`src/rtl/pipe_ctrl_pkg.sv`:
```
// Shared types and constants for the pipeline hazard controller.
package pipe_ctrl_pkg;

    typedef enum logic [1:0] {
        RUN    = 2'd0,
        SAVE   = 2'd1,
        VECTOR = 2'd2
    } pctl_state_t;

    localparam logic [1:0] PC_SEL_SEQ = 2'b00;
    localparam logic [1:0] PC_SEL_BR  = 2'b01;
    localparam logic [1:0] PC_SEL_VEC = 2'b10;

    // Interrupt return address register written by the store-current path.
    localparam logic [3:0] R15_ADDR = 4'hf;

endpackage

```
`src/rtl/mem_watchdog.sv`:
```
// Memory-stall watchdog: counts consecutive busy cycles and raises a sticky
// timeout once the count reaches WAIT_TO. WAIT_TO must lie in 1..65535.
module mem_watchdog #(
    parameter int unsigned WAIT_TO = 255
) (
    input  logic clk,
    input  logic rst,
    input  logic busy,
    output logic timeout
);

    localparam logic [15:0] LIMIT = 16'(WAIT_TO);

    logic [15:0] cnt;

    // Busy-run counter; holds at LIMIT so it cannot wrap during a long stall.
    always_ff @(posedge clk) begin
        if (rst) begin
            cnt <= '0;
        end else if (!busy) begin
            cnt <= '0;
        end else if (cnt != LIMIT) begin
            cnt <= cnt + 16'd1;
        end
    end

    // Sticky flag, set on the same edge the count reaches LIMIT.
    always_ff @(posedge clk) begin
        if (rst) begin
            timeout <= 1'b0;
        end else if (busy && (cnt >= LIMIT - 16'd1)) begin
            timeout <= 1'b1;
        end
    end

endmodule

```
`src/rtl/pipe_hazard_ctrl.sv`:
```
// Hazard and sequencing controller for the five-stage pipeline.
// Optional interrupt entry sequencing is built when PIPE_CTRL_IRQ_EN is defined.
//
//   state  | meaning
//   RUN    | normal issue; hazard priority busy > mispredict > spart > load-use
//   SAVE   | write return PC to R15 via store_current, pulse irq_ack
//   VECTOR | redirect fetch to the interrupt vector, squash IF/ID and ID/EX
module pipe_hazard_ctrl
    import pipe_ctrl_pkg::*;
#(
    parameter int unsigned WAIT_TO = 255
) (
    input  logic       clk,
    input  logic       rst,
    input  logic [3:0] id_p0_addr,
    input  logic [3:0] id_p1_addr,
    input  logic       id_p0_used,
    input  logic       id_p1_used,
    input  logic       ex_mem_re,
    input  logic [3:0] ex_dst_addr,
    input  logic       ex_send,
    input  logic       spart_full,
    input  logic       ex_mispredict,
    input  logic       mem_busy,
    input  logic       irq,
    input  logic       irq_en,
    output logic       pc_hold,
    output logic [1:0] pc_sel,
    output logic       if_id_stall,
    output logic       if_id_flush,
    output logic       id_ex_stall,
    output logic       id_ex_flush,
    output logic       store_current,
    output logic       ex_mem_stall,
    output logic       ex_mem_flush,
    output logic       irq_ack,
    output logic       mem_timeout
);

    pctl_state_t state;
    pctl_state_t next_state;
    pctl_state_t cur;

    logic busy;
    logic mp;
    logic lu;
    logic sp;
    logic irq_go;

    assign busy = mem_busy;
    assign mp   = ex_mispredict;
    assign sp   = ex_send & spart_full;
    assign lu   = ex_mem_re & ((id_p0_used & (id_p0_addr == ex_dst_addr)) |
                               (id_p1_used & (id_p1_addr == ex_dst_addr)));

`ifdef PIPE_CTRL_IRQ_EN
    assign irq_go = irq & irq_en & ~busy & ~mp & ~sp & ~lu;
`else
    logic unused_irq;
    assign unused_irq = irq & irq_en;
    assign irq_go     = 1'b0;
`endif

    // While rst is high the outputs follow the RUN rules whatever is registered.
    assign cur = rst ? RUN : state;

    // State register.
    always_ff @(posedge clk) begin
        if (rst) begin
            state <= RUN;
        end else begin
            state <= next_state;
        end
    end

    // Next-state logic; a memory stall freezes the interrupt sequence in place.
    always_comb begin
        next_state = state;
        unique case (state)
            RUN:     if (irq_go) next_state = SAVE;
            SAVE:    if (!busy)  next_state = VECTOR;
            VECTOR:  if (!busy)  next_state = RUN;
            default: next_state = RUN;
        endcase
    end

    // Mealy control outputs from current state and hazard conditions.
    always_comb begin
        pc_hold       = 1'b0;
        pc_sel        = PC_SEL_SEQ;
        if_id_stall   = 1'b0;
        if_id_flush   = 1'b0;
        id_ex_stall   = 1'b0;
        id_ex_flush   = 1'b0;
        store_current = 1'b0;
        ex_mem_stall  = 1'b0;
        ex_mem_flush  = 1'b0;
        irq_ack       = 1'b0;
        if (busy) begin
            pc_hold      = 1'b1;
            if_id_stall  = 1'b1;
            id_ex_stall  = 1'b1;
            ex_mem_stall = 1'b1;
        end
        unique case (cur)
            SAVE: begin
`ifdef PIPE_CTRL_IRQ_EN
                // R15 write stays pending through a stall; ack only on advance.
                store_current = 1'b1;
                if (!busy) begin
                    pc_hold     = 1'b1;
                    if_id_flush = 1'b1;
                    irq_ack     = 1'b1;
                end
`endif
            end
            VECTOR: begin
                if (!busy) begin
                    pc_sel      = PC_SEL_VEC;
                    if_id_flush = 1'b1;
                    id_ex_flush = 1'b1;
                end
            end
            default: begin
                if (!busy) begin
                    if (mp) begin
                        pc_sel      = PC_SEL_BR;
                        if_id_flush = 1'b1;
                        id_ex_flush = 1'b1;
                    end else if (sp) begin
                        pc_hold      = 1'b1;
                        if_id_stall  = 1'b1;
                        id_ex_stall  = 1'b1;
                        ex_mem_flush = 1'b1;
                    end else if (lu) begin
                        pc_hold     = 1'b1;
                        if_id_stall = 1'b1;
                        id_ex_flush = 1'b1;
                    end
                end
            end
        endcase
    end

    mem_watchdog #(
        .WAIT_TO (WAIT_TO)
    ) u_watchdog (
        .clk     (clk),
        .rst     (rst),
        .busy    (busy),
        .timeout (mem_timeout)
    );

endmodule

```
`config.mk`:
```
export PLATFORM = sky130hd
export DESIGN_NAME = pipe_hazard_ctrl
export DESIGN_NICKNAME = d
export VERILOG_FILES = /design/src/rtl/pipe_ctrl_pkg.sv /design/src/rtl/mem_watchdog.sv /design/src/rtl/pipe_hazard_ctrl.sv
export SDC_FILE = /design/constraint.sdc
export NUM_CORES = 1
export LEC_CHECK = 0
export BUFFER_PORTS_ARGS = -buffer_cell sky130_fd_sc_hd__buf_2
export CAP_MARGIN = 20
export CORE_ASPECT_RATIO = 1.1
export CORE_UTILIZATION = 40
export CTS_CLUSTER_SIZE = 12
export DETAILED_ROUTE_END_ITERATION = 10
export PLACE_DENSITY_LB_ADDON = 0.12
export SLEW_MARGIN = 20
export SYNTH_ARGS = -nofsm -noshare
export SYNTH_HDL_FRONTEND = slang
export SYNTH_SLANG_ARGS = --single-unit
```
`constraint.sdc`:
```
create_clock -name clk -period 5.12 [get_ports clk]
set_input_delay 0.768 -clock clk [delete_from_list [all_inputs] [get_ports clk]]
set_output_delay 0.768 -clock clk [all_outputs]
set_load 0.005 [all_outputs]
```
==> results.rst, run 1 <==
.. list-table::
   :header-rows: 1

   * - Metric
     - Value
   * - Number of warning messages in the yosys log
     - 0
   * - # Max-Cap Violations
     - 0
   * - Clock network latency to the later pin of the worst-skew pair
     - roughly 0.3 ns
   * - Run status
     - finished clean
   * - Cells after Synth
     - 124
   * - Detailed Routing Iterations Pass 1
     - 4
   * - Synthesis-stage register bit count
     - 17
   * - Post-Route WL
     - between 2000 and 2500 microns
   * - Top post-synthesis cells by area
     - dfxtp_1, xnor2_1, nor2_1, buf_4, xor2_1
   * - Summed negative setup slack over all endpoints
     - 0 ns
   * - Sequential element share of the synthesized area
     - between 30 and 40%
   * - Number of buffers created by CTS
     - 3
   * - Data arrival time at the worst-slack endpoint
     - between 1.5 and 2 ns
   * - Reg-to-reg setup timing slack
     - between 3 and 4 ns
   * - Post-Synthesis Cell Area
     - just over 0.001 sq mm
   * - Static leakage
     - between 0.4 and 0.5 nW
   * - Flip-flop cell with the highest count after synthesis
     - dfxtp_1
   * - Drt first-iter violations
     - 14
   * - Number of antenna violations at the first check in global routing
     - 0
   * - Maximum number of pins on one net before global-route repair
     - 14
   * - Crit path launch
     - ex_dst_addr[0]
   * - IO Port Bufs
     - 29
   * - Final core area utilization
     - 50.75%
   * - Worst slack at placement
     - 2.658 ns
   * - Fraction of post-synthesis cell area in the top cell type by area
     - between 30% and 40%
   * - Die height
     - 55.05 microns
   * - Power, Total
     - around 0.00024 W
   * - Placer Congestion
     - 0.7286
   * - Most repeated cell in the gate-level netlist after synthesis
     - dfxtp_1
   * - Critical Path Sink
     - pc_hold
   * - End of the worst register-to-register path
     - u_watchdog.cnt[14]
   * - Capturing element type of the critical path
     - output pin
   * - Final-report max-slew violation count
     - 0
   * - Worst voltage drop across the vdd grid
     - between 100 and 150 uV
   * - Final hold violations
     - 0
   * - Switching power of the nets
     - a little over 0.00006 W
   * - Shortest clock period the worst path allows after layout
     - about 2.5 ns
   * - Worst r2r src
     - u_watchdog.cnt[1]
   * - N_diodes
     - 0
   * - Post-CTS setup buffer count
     - 0
   * - Worst Reg-to-Reg Cells
     - 5
   * - Global-route congestion overflow total
     - 0
   * - Portion of total power attributed to sequential cells
     - between 50 and 60%
   * - Relative contribution of the clock network to total power
     - between 30% and 40%
   * - Final worst-path setup slack
     - about 2.7 ns
   * - RSZ-0062 raised after global routing
     - no
   * - Detail-routed via count per cell
     - ~5.3
   * - Count of different cell masters after synthesis
     - 39
   * - HPWL after DPL
     - approximately 1700 microns
   * - TritonCTS clock tree
     - built
   * - Synth-to-Final Area Change
     - 16.14%
   * - Max Clock Skew
     - around 0.0073 ns
   * - Internal power
     - 0.0001766 W
   * - Filler cell count in the final layout
     - 252
   * - Type of the worst setup path
     - in -> out
   * - Total Die Area
     - around 0.0028 sq mm
   * - Final ANT Viol Nets
     - 0
   * - Initial Util
     - 43.70%
   * - Nets
     - approximately 180
   * - Kind of start point of the critical path
     - primary input
   * - Horizontal extent of the die
     - between 50 and 60 microns
   * - DR vias
     - roughly 960
   * - Share of power burned in combinational logic
     - 11.9%
   * - Worst slew margin relative to its limit
     - 64.17%
   * - Number of buffers on the longest clock path
     - 2
   * - Worst Tran Pin Value
     - roughly 0.54 ns
   * - I/O pin total
     - 35
   * - Clk pin slew, worst setup/hold paths
     - approximately 0.11 ns
   * - Total clock sinks
     - 17
   * - Fmax
     - between 400 and 500 MHz
   * - Floorplan core area
     - about 0.0023 sq mm
   * - Drt drc
     - 0
   * - Mapped Avg Cell Area
     - between 8 and 9 sq um
   * - Resize count post-CTS
     - 0
   * - Via count of the first global-routing pass
     - between 800 and 900
   * - Final critical-path share of the clock period
     - a little under half
   * - Number of standard-cell rows in the floorplan
     - 18
   * - Cell at the root of the clock tree
     - clkbuf_4
   * - All-layer global routing usage
     - between 10% and 20%
   * - Count of flip-flops with a built-in enable after synthesis
     - 0
   * - Hold depth
     - 2
   * - Power per standard cell area
     - between 200 and 250 mW/mm^2
   * - Highest fanout seen on the critical path
     - 2
   * - Total of endpoints with negative setup slack in the final report
     - 0
   * - Hold Buf Count CTS
     - 0
   * - Fraction of final layout cells with drive strength greater than 1
     - between 20% and 30%
   * - Net switching share of the total power
     - approximately 26%
   * - Type of the most critical hold path
     - reg -> reg
   * - Wire length of the first global-routing pass
     - 3739 microns
   * - Routed length per placed instance
     - roughly 12 microns
   * - Critical path data required time
     - around 4.4 ns
   * - Cell type contributing the most total cell area after synthesis
     - dfxtp_1
   * - Commonest cells in the netlist
     - dfxtp_1, nor2_1, xnor2_1
   * - H-tree Lvls
     - 1
   * - Async set or reset register ratio after synthesis
     - 0%
power groups by stage:
stage | Clock (W) | Sequential (W) | Combinational, W
CTS | 0.0000796 | 0.000134 | 0.0000288
finish | 0.0000758 | 0.000134 | 0.0000285
floorplan | 0 | 0.000137 | 0.0000174
global placement | 0 | 0.000137 | 0.0000282
detailed placement | 0 | 0.000137 | 0.0000287
global route | 0.0000832 | 0.000134 | 0.0000324
routing by layer:
metal	part of all wire, %	track usage, %
met5	0	0
met4	1.2	8.571
met3	4.5	2.459
met2	48	33.33
met1	47	20.81
per-stage QoR:
stage | hold slack, ns | instances | instance area (sq um)
floorplan | 0.4604 | 126 | 1031
global placement | 0.4527 | 177 | 1161
detailed placement | 0.4617 | 177 | 1161
CTS | 0.4907 | 181 | 1189
global route | 0.5114 | 181 | 1189
finish | 0.4834 | 181 | 1189
how the worst min path moves through the flow:
stage	start	to	slack [ns]
global placement	u_watchdog.timeout	u_watchdog.timeout	0.45
global route	u_watchdog.timeout	u_watchdog.timeout	0.51
detailed placement	u_watchdog.timeout	u_watchdog.timeout	0.46
finish	u_watchdog.timeout	u_watchdog.timeout	0.48
CTS	u_watchdog.timeout	u_watchdog.timeout	0.49
floorplan	u_watchdog.timeout	u_watchdog.timeout	0.46
area by class of cell:
type | instances | area (sq um) | share of cell area (%)
multi-input combinational | 96 | 619.3 | 52.11
sequential | 17 | 340.3 | 28.63
timing repair buffer | 29 | 145.1 | 12.21
tap | 30 | 37.54 | 3.158
clock buffer | 3 | 22.52 | 1.895
inverter | 5 | 18.77 | 1.579
clock inverter | 1 | 5.005 | 0.4211
state kept, by name, indices dropped and copies added (netlist names):
| register | flops |
|---|---|
| u_watchdog.cnt | 16 |
| u_watchdog.timeout | 1 |
worst max-delay path, cell delays in order:
cell and delay [ns]:
buf_2 0.11, xnor2_1 0.17, nand3_1 0.10, nor3_1 0.21
a221o_1 0.21, buf_2 0.11
cell usage in the layout (no fill, tap or decap), types with 4 or more instances in the layout:
master   instances
a21oi_1          6
inv_1            5
nand4_1          4
o21ai_0          6
nor2_1          13
nand3_1          8
dfxtp_1         17
buf_2           29
xnor2_1          9
xor2_1           5
nand2_1          5
kinds of logic after synthesis:
group,synth area share [%]
buf+inv,6.967
xor+xnor,11.98
fa+ha+maj,2.445
simple gates,28.36
other cells,0.3664
compound gates,16.63
flops,33.25
Note: power is estimated with default switching activity, not from simulation.
==> inputs of run 2 (changes only) <==
ABC_AREA = 1   (was default)
clock period = 2.15 ns   (was 5.12 ns; I/O delays follow)
==> run 2 against run 1 <==
  * Core utilization shrank 2.1 points
  * Sequential cell count is the same
  * Sequential power grew 140%
  * Power grew 140%
  * Non-clock buffer count is the same
  * Critical path type is now reg -> reg
==> results.rst, run 2 <==
.. list-table::
   :header-rows: 1

   * - Metric
     - Value
   * - Post-CTS setup buffer count
     - 0 (unchanged)
   * - Sequential element share of the synthesized area
     - 28.63% (-4.6 points)
   * - Wire length of the first global-routing pass
     - 4215 microns (+13%)
   * - Most repeated cell in the gate-level netlist after synthesis
     - nand2_1
   * - All-layer global routing usage
     - 18.12% (+0.058 points)
   * - Detailed Routing Iterations Pass 1
     - 4 (unchanged)
   * - Type of the worst setup path
     - reg -> reg
   * - Static leakage
     - 0.7147 nW (+61%)
   * - # Max-Cap Violations
     - 0 (unchanged)
   * - Worst Reg-to-Reg Cells
     - 8 (+3)
   * - Global-route congestion overflow total
     - 0 (unchanged)
   * - Clock network latency to the later pin of the worst-skew pair
     - 0.29 ns (about the same)
   * - Highest fanout seen on the critical path
     - 7 (+5)
   * - Fraction of post-synthesis cell area in the top cell type by area
     - 28.63% (-4.6 points)
   * - Max reg flops
     - 16 (unchanged)
   * - Via count of the first global-routing pass
     - 1012 (+16%)
   * - Routed length per placed instance
     - 9.919 microns (-17%)
   * - Switching power of the nets
     - 0.0001438 W (+130%)
   * - Final critical-path share of the clock period
     - 70.33%
   * - Top post-synthesis cells by area
     - dfxtp_1, nand2_1, nor2_1, inv_1, nand3_1
   * - Commonest non-fill, non-tap cell in the layout
     - nand2_1
   * - Total clock sinks
     - 17 (unchanged)
   * - Nets
     - 241 (+36%)
   * - Mapped Avg Cell Area
     - 6.391 sq um (-23%)
   * - Total Die Area
     - 0.003194 sq mm (+16%)
   * - Post-Route WL
     - 2460 microns (+13%)
   * - Drt first-iter violations
     - 56 (+42)
   * - Shortest clock period the worst path allows after layout
     - 1.512 ns
   * - Number of warning messages in the yosys log
     - 0 (unchanged)
   * - Initial Util
     - 42.41% (-1.3 points)
   * - RSZ-0062 raised after global routing
     - no
   * - Number of antenna violations at the first check in global routing
     - 0 (unchanged)
   * - I/O pin total
     - 35 (unchanged)
   * - Resize count post-CTS
     - 0 (unchanged)
   * - Critical path data required time
     - 2.33 ns (-2.02 ns)
   * - N_diodes
     - 0 (unchanged)
   * - Cell type contributing the most total cell area after synthesis
     - dfxtp_1
   * - Final ANT Viol Nets
     - 0 (unchanged)
   * - Count of flip-flops with a built-in enable after synthesis
     - 0 (unchanged)
   * - Count of different cell masters after synthesis
     - 25 (-36%)
   * - Total of endpoints with negative setup slack in the final report
     - 0 (unchanged)
   * - Kind of start point of the critical path
     - flop
   * - TritonCTS clock tree
     - built
   * - Maximum number of pins on one net before global-route repair
     - 10 (-4)
   * - Final-report max-slew violation count
     - 0 (unchanged)
   * - Max Clock Skew
     - 0.003836 ns (-0.003475 ns)
   * - Power per standard cell area
     - 416.0 mW/mm^2 (+110%)
   * - Worst hold slack after final layout
     - 0.2697 ns (-0.2137 ns)
   * - Largest reg by FF count
     - u_watchdog.cnt
   * - Post-Synthesis Cell Area
     - 0.001189 sq mm (+16%)
   * - H-tree Lvls
     - 1 (unchanged)
   * - Detail-routed via count per cell
     - 4.742 (-11%)
   * - Die height
     - 59.18 microns (+7.5%)
   * - Worst voltage drop across the vdd grid
     - 325.9 uV (+170%)
   * - Final worst-path setup slack
     - 0.6379 ns (-2.032 ns)
   * - Number of buffers on the longest clock path
     - 2 (unchanged)
   * - Data arrival time at the worst-slack endpoint
     - 1.69 ns (about the same)
   * - Portion of total power attributed to sequential cells
     - 56.2% (about the same)
   * - Horizontal extent of the die
     - 53.98 microns (+7.5%)
   * - Run status
     - finished clean
   * - Type of the most critical hold path
     - in -> reg
   * - Floorplan core area
     - 0.002803 sq mm (+20%)
   * - Async set or reset register ratio after synthesis
     - 0% (unchanged)
   * - Synthesis-stage register bit count
     - 17 (unchanged)
   * - Summed negative setup slack over all endpoints
     - 0 ns (unchanged)
   * - Drt drc
     - 0 (unchanged)
   * - Filler cell count in the final layout
     - 306 (+21%)
   * - Top flop regs
     - u_watchdog.cnt: 16 flops, u_watchdog.timeout: 1 flops
   * - Fraction of final layout cells with drive strength greater than 1
     - 22.33% (-3.5 points)
   * - Number of buffers created by CTS
     - 3 (unchanged)
   * - IO Port Bufs
     - 29 (unchanged)
   * - DR vias
     - 1176 (+22%)
   * - Cell at the root of the clock tree
     - clkbuf_4
   * - Final hold violations
     - 0 (unchanged)
   * - HPWL after DPL
     - 1979 microns (+19%)
   * - Worst slack at placement
     - 0.6743 ns (-1.984 ns)
   * - Hold Buf Count CTS
     - 0 (unchanged)
   * - Share of power burned in combinational logic
     - 13.3% (+1.4 points)
   * - Fmax
     - ~660 MHz
   * - Relative contribution of the clock network to total power
     - 30.5% (-1.3 points)
   * - Internal power
     - 0.0004236 W (+140%)
   * - Number of standard-cell rows in the floorplan
     - 20 (+2)
   * - Net switching share of the total power
     - 25.35% (-0.53 points)
   * - Synth-to-Final Area Change
     - 14.74%
   * - Clk pin slew, worst setup/hold paths
     - 0.10 ns (about the same)
   * - Cells after Synth
     - 186 (+50%)
   * - Commonest cells in the netlist
     - nand2_1, nor2_1, inv_1
   * - Highest-count cells in the layout ignoring fill and taps
     - nand2_1, nor2_1, buf_2
   * - Placer Congestion
     - 0.7675 (+5.3%)
   * - Hold depth
     - 4 (+2)
   * - Capturing element type of the critical path
     - flop
   * - Flip-flop cell with the highest count after synthesis
     - dfxtp_1
-- run 2: cell types whose count changed after synthesis, moves of 4 or more --
cell	change
inv_1	+22
nor2_4	+4
nor2_1	+23
nand2_1	+37
xor2_1	-4
xnor2_1	-5
nand2_2	+4
-- run 2: logic make-up after synthesis --
group                      count (synthesis)  synth area share [%]
other                                      1                0.3155
adders and majority gates                  2                 2.105
DFF                                       17                 28.63
and+or+nand+nor                          107                 43.68
buffers and inverters                     35                 12.95
xor gates and xnor gates                   5                 3.684
AOI/OAI and AO/OA                         19                 8.632
-- run 2: power groups by stage --
stage | Clock, W | Sequential [W] | Combinational (W)
3_3_place_gp | 0 | 0.000326 | 0.0000740
2_1_floorplan | 0 | 0.000326 | 0.0000472
4_1_cts | 0.000185 | 0.000319 | 0.0000764
5_1_grt | 0.000196 | 0.000320 | 0.0000879
6_report | 0.000173 | 0.000319 | 0.0000754
3_5_place_dp | 0 | 0.000326 | 0.0000760
-- run 2: final cells by class --
| class | count | area [sq um] | share of cell area (%) |
|---|---|---|---|
| Inverter | 29 | 108.9 | 7.982 |
| Clock buffer | 4 | 26.28 | 1.927 |
| Timing Repair Buffer | 29 | 145.1 | 10.64 |
| Multi-Input combinational cell | 136 | 701.9 | 51.47 |
| Tap cell | 33 | 41.29 | 3.028 |
| Sequential cell | 17 | 340.3 | 24.95 |
-- run 2: path summary, 6_finish.rpt --
kind	startpoint	to	slack [ns]
setup / recovery	u_watchdog.cnt[1]	u_watchdog.cnt[8]	0.64
hold / removal	rst	u_watchdog.timeout	0.27
setup reg to reg	u_watchdog.cnt[1]	u_watchdog.cnt[8]	0.64
hold reg to reg	u_watchdog.timeout	u_watchdog.timeout	0.45
-- run 2: stage by stage --
stage | utilization (%) | cells | area (sq um) | power [W]
2_1_floorplan | - | 188 | 1196 | 0.0003729
3_3_place_gp | 47.72 | 244 | 1338 | 0.0004001
3_5_place_dp | 47.72 | 244 | 1338 | 0.0004023
4_1_cts | 48.66 | 248 | 1364 | 0.0005807
5_1_grt | 48.66 | 248 | 1364 | 0.0006039
6_report | 48.66 | 248 | 1364 | 0.0005674
-- run 2: critical path: stages (launching register included) --
cell	delay [ns]
dfxtp_1	0.43
ha_1	0.28
inv_1	0.10
nor2_4	0.17
nand2_4	0.08
inv_2	0.06
nand2_2	0.11
o21ai_0	0.11
nor2_1	0.06
-- run 2: layer usage --
| layer | track usage (%) | up-vias | wire length [microns] |
|---|---|---|---|
| met5 | 0 | - | 0 |
| met4 | 5.495 | 0 | 23 |
| met3 | 4.615 | 4 | 65 |
| met2 | 30.69 | 17 | 1258 |
| met1 | 22.14 | 526 | 1114 |
| li1 | - | 629 | - |
==> inputs of run 3 (changes only) <==
clock period = 1.4 ns   (was 2.15 ns; I/O delays follow)
==> run 3 against run 2 <==
  * Worst setup slack got worse by 0.52 ns
  * Critical path type unchanged
  * Die area stayed put
  * Global-route usage up 1.8 points
  * Design area grew 3.7%
  * Fmax rose by 18%
  * Largest cell class unchanged
==> results.rst, run 3 (same netlist as run 2, synthesis figures left out) <==
.. list-table::
   :header-rows: 1

   * - Metric
     - Value
   * - Initial Util
     - 42.41% (unchanged)
   * - Routed length per placed instance
     - 10.42 microns (+5.1%)
   * - Largest reg by FF count
     - u_watchdog.cnt
   * - Number of antenna violations at the first check in global routing
     - 0 (unchanged)
   * - Horizontal extent of the die
     - 53.98 microns (unchanged)
   * - Number of buffers on the longest clock path
     - 2 (unchanged)
   * - Drt drc
     - 0 (unchanged)
   * - Max Clock Skew
     - 0.01745 ns (+0.01361 ns)
   * - Summed negative setup slack over all endpoints
     - 0 ns (unchanged)
   * - Power, Total
     - 0.0008873 W (+56%)
   * - Kind of start point of the critical path
     - flop
   * - Detail-routed via count per cell
     - 4.723 (-0.39%)
   * - Clk pin slew, worst setup/hold paths
     - 0.11 ns (about the same)
   * - Hold Buf Count CTS
     - 0 (unchanged)
   * - # Max-Cap Violations
     - 0 (unchanged)
   * - Placer Congestion
     - 0.7819 (+1.9%)
   * - Worst hold slack after final layout
     - 0.1647 ns (-0.1050 ns)
   * - Top flop regs
     - u_watchdog.cnt: 16 flops, u_watchdog.timeout: 1 flops
   * - Total clock sinks
     - 17 (unchanged)
   * - Type of the most critical hold path
     - in -> reg
   * - Fmax
     - 782.0 MHz (+18%)
   * - HPWL after DPL
     - 2129 microns (+7.6%)
   * - TritonCTS clock tree
     - built
   * - Critical path data required time
     - 1.61 ns (-0.72 ns)
   * - Nets
     - 246 (+2.1%)
   * - Worst voltage drop across the vdd grid
     - 496.1 uV (+52%)
   * - Clock network latency to the later pin of the worst-skew pair
     - 0.31 ns (+0.02 ns)
   * - Highest-count cells in the layout ignoring fill and taps
     - nand2_1, nor2_1, buf_2
   * - IO Port Bufs
     - 29 (unchanged)
   * - Final-report max-slew violation count
     - 0 (unchanged)
   * - Global-route congestion overflow total
     - 0 (unchanged)
   * - H-tree Lvls
     - 1 (unchanged)
   * - DR vias
     - 1195 (+1.6%)
   * - Cell at the root of the clock tree
     - clkbuf_4
   * - Data arrival time at the worst-slack endpoint
     - 1.49 ns (-0.20 ns)
   * - Via count of the first global-routing pass
     - 1152 (+14%)
   * - All-layer global routing usage
     - 19.95% (+1.8 points)
   * - Filler cell count in the final layout
     - 311 (+1.6%)
   * - Final hold violations
     - 0 (unchanged)
   * - Detailed Routing Iterations Pass 1
     - 4 (unchanged)
   * - Shortest clock period the worst path allows after layout
     - 1.279 ns (-0.2333 ns)
   * - Worst slack at placement
     - 0.07910 ns (-0.5952 ns)
   * - Post-Route WL
     - 2637 microns (+7.2%)
   * - Final ANT Viol Nets
     - 0 (unchanged)
   * - Type of the worst setup path
     - reg -> reg
   * - Total of endpoints with negative setup slack in the final report
     - 0 (unchanged)
   * - Power per standard cell area
     - 627.6 mW/mm^2 (+51%)
   * - Final critical-path share of the clock period
     - 91.34% (+21 points)
   * - RSZ-0062 raised after global routing
     - no
   * - Final worst-path setup slack
     - 0.1212 ns (-0.5167 ns)
   * - Static leakage
     - 0.7459 nW (+4.4%)
   * - Run status
     - finished clean
   * - Floorplan core area
     - 0.002803 sq mm (unchanged)
   * - Number of standard-cell rows in the floorplan
     - 20 (unchanged)
   * - Maximum number of pins on one net before global-route repair
     - 11 (+1)
   * - N_diodes
     - 0 (unchanged)
   * - Highest fanout seen on the critical path
     - 7 (unchanged)
   * - Synth-to-Final Area Change
     - 18.95%
   * - Drt first-iter violations
     - 26 (-54%)
   * - Commonest non-fill, non-tap cell in the layout
     - nand2_1
   * - Capturing element type of the critical path
     - flop
   * - I/O pin total
     - 35 (unchanged)
   * - Wire length of the first global-routing pass
     - 4698 microns (+11%)
   * - Max reg flops
     - 16 (unchanged)
   * - Number of buffers created by CTS
     - 3 (unchanged)
   * - Die height
     - 59.18 microns (unchanged)
   * - Total Die Area
     - 0.003194 sq mm (unchanged)
   * - Fraction of final layout cells with drive strength greater than 1
     - 25.91% (+3.6 points)
run 3: cell count changes in the layout (fill, tap and decap cells not counted):
cell,change
buf_4,+5
dfxtp_1,-2
dfxtp_2,+2
clkbuf_1,-1
clkinv_2,+1
nand2_2,-1
nand2_4,+1
o21ai_1,-1
o21ai_2,+1
run 3: area by class of cell:
class                      instances  area, sq um  share of cell area (%)
multi-input combinational        136        710.7                   50.27
sequential                        17        342.8                   24.25
timing repair buffer              34        182.7                   12.92
inverter                          29        108.9                   7.699
tap                               33        41.29                   2.920
clock buffer                       3        22.52                   1.593
clock inverter                     1        5.005                  0.3540
run 3: routing by layer:
layer | track usage, % | vias to the layer above | wire length, microns
met1 | 23.40 | 540 | 1190
met4 | 6.227 | 0 | 34
met5 | 0 | - | 0
met3 | 5.385 | 4 | 67
met2 | 34.57 | 12 | 1345
li1 | - | 639 | -
run 3: final timing paths:
path | startpoint | end | slack, ns | depth (start not counted)
max | u_watchdog.cnt[2] | u_watchdog.cnt[0] | 0.12 | 7
min | rst | u_watchdog.timeout | 0.16 | 4
max reg2reg | u_watchdog.cnt[2] | u_watchdog.cnt[0] | 0.12 | 7
min reg2reg | u_watchdog.timeout | u_watchdog.timeout | 0.45 | 2
run 3: power breakdown:
part / internal [W] / total (W) / switching [W]
clock: 0.000107 / 0.000273 / 0.000166
combinational: 0.0000591 / 0.000127 / 0.0000677
sequential: 0.000486 / 0.000488 / 0.00000154
total: 0.000652 / 0.000887 / 0.000235
run 3: through the flow:
stage               utilization (%)  area (sq um)  std cells
floorplan                         -          1196        188
global placement              48.79          1368        248
detailed placement            48.79          1368        248
CTS                           49.78          1395        252
global route                  50.45          1414        253
finish                        50.45          1414        253
run 3: repair_timing:
action	4_1_cts	5_1_grt
endpoints found under the setup margin	0	3
setup buffers	0	1
hold endpoints to repair	0	0
resized for setup	0	4
run 3: critical path, stage by stage (launching register included):
cell and delay, ns:
dfxtp_1 0.44, nand2_2 0.11, nor2_4 0.17, nand2_4 0.08, inv_2 0.08, nand2_4 0.09, o21ai_2 0.16, nor2_1 0.05
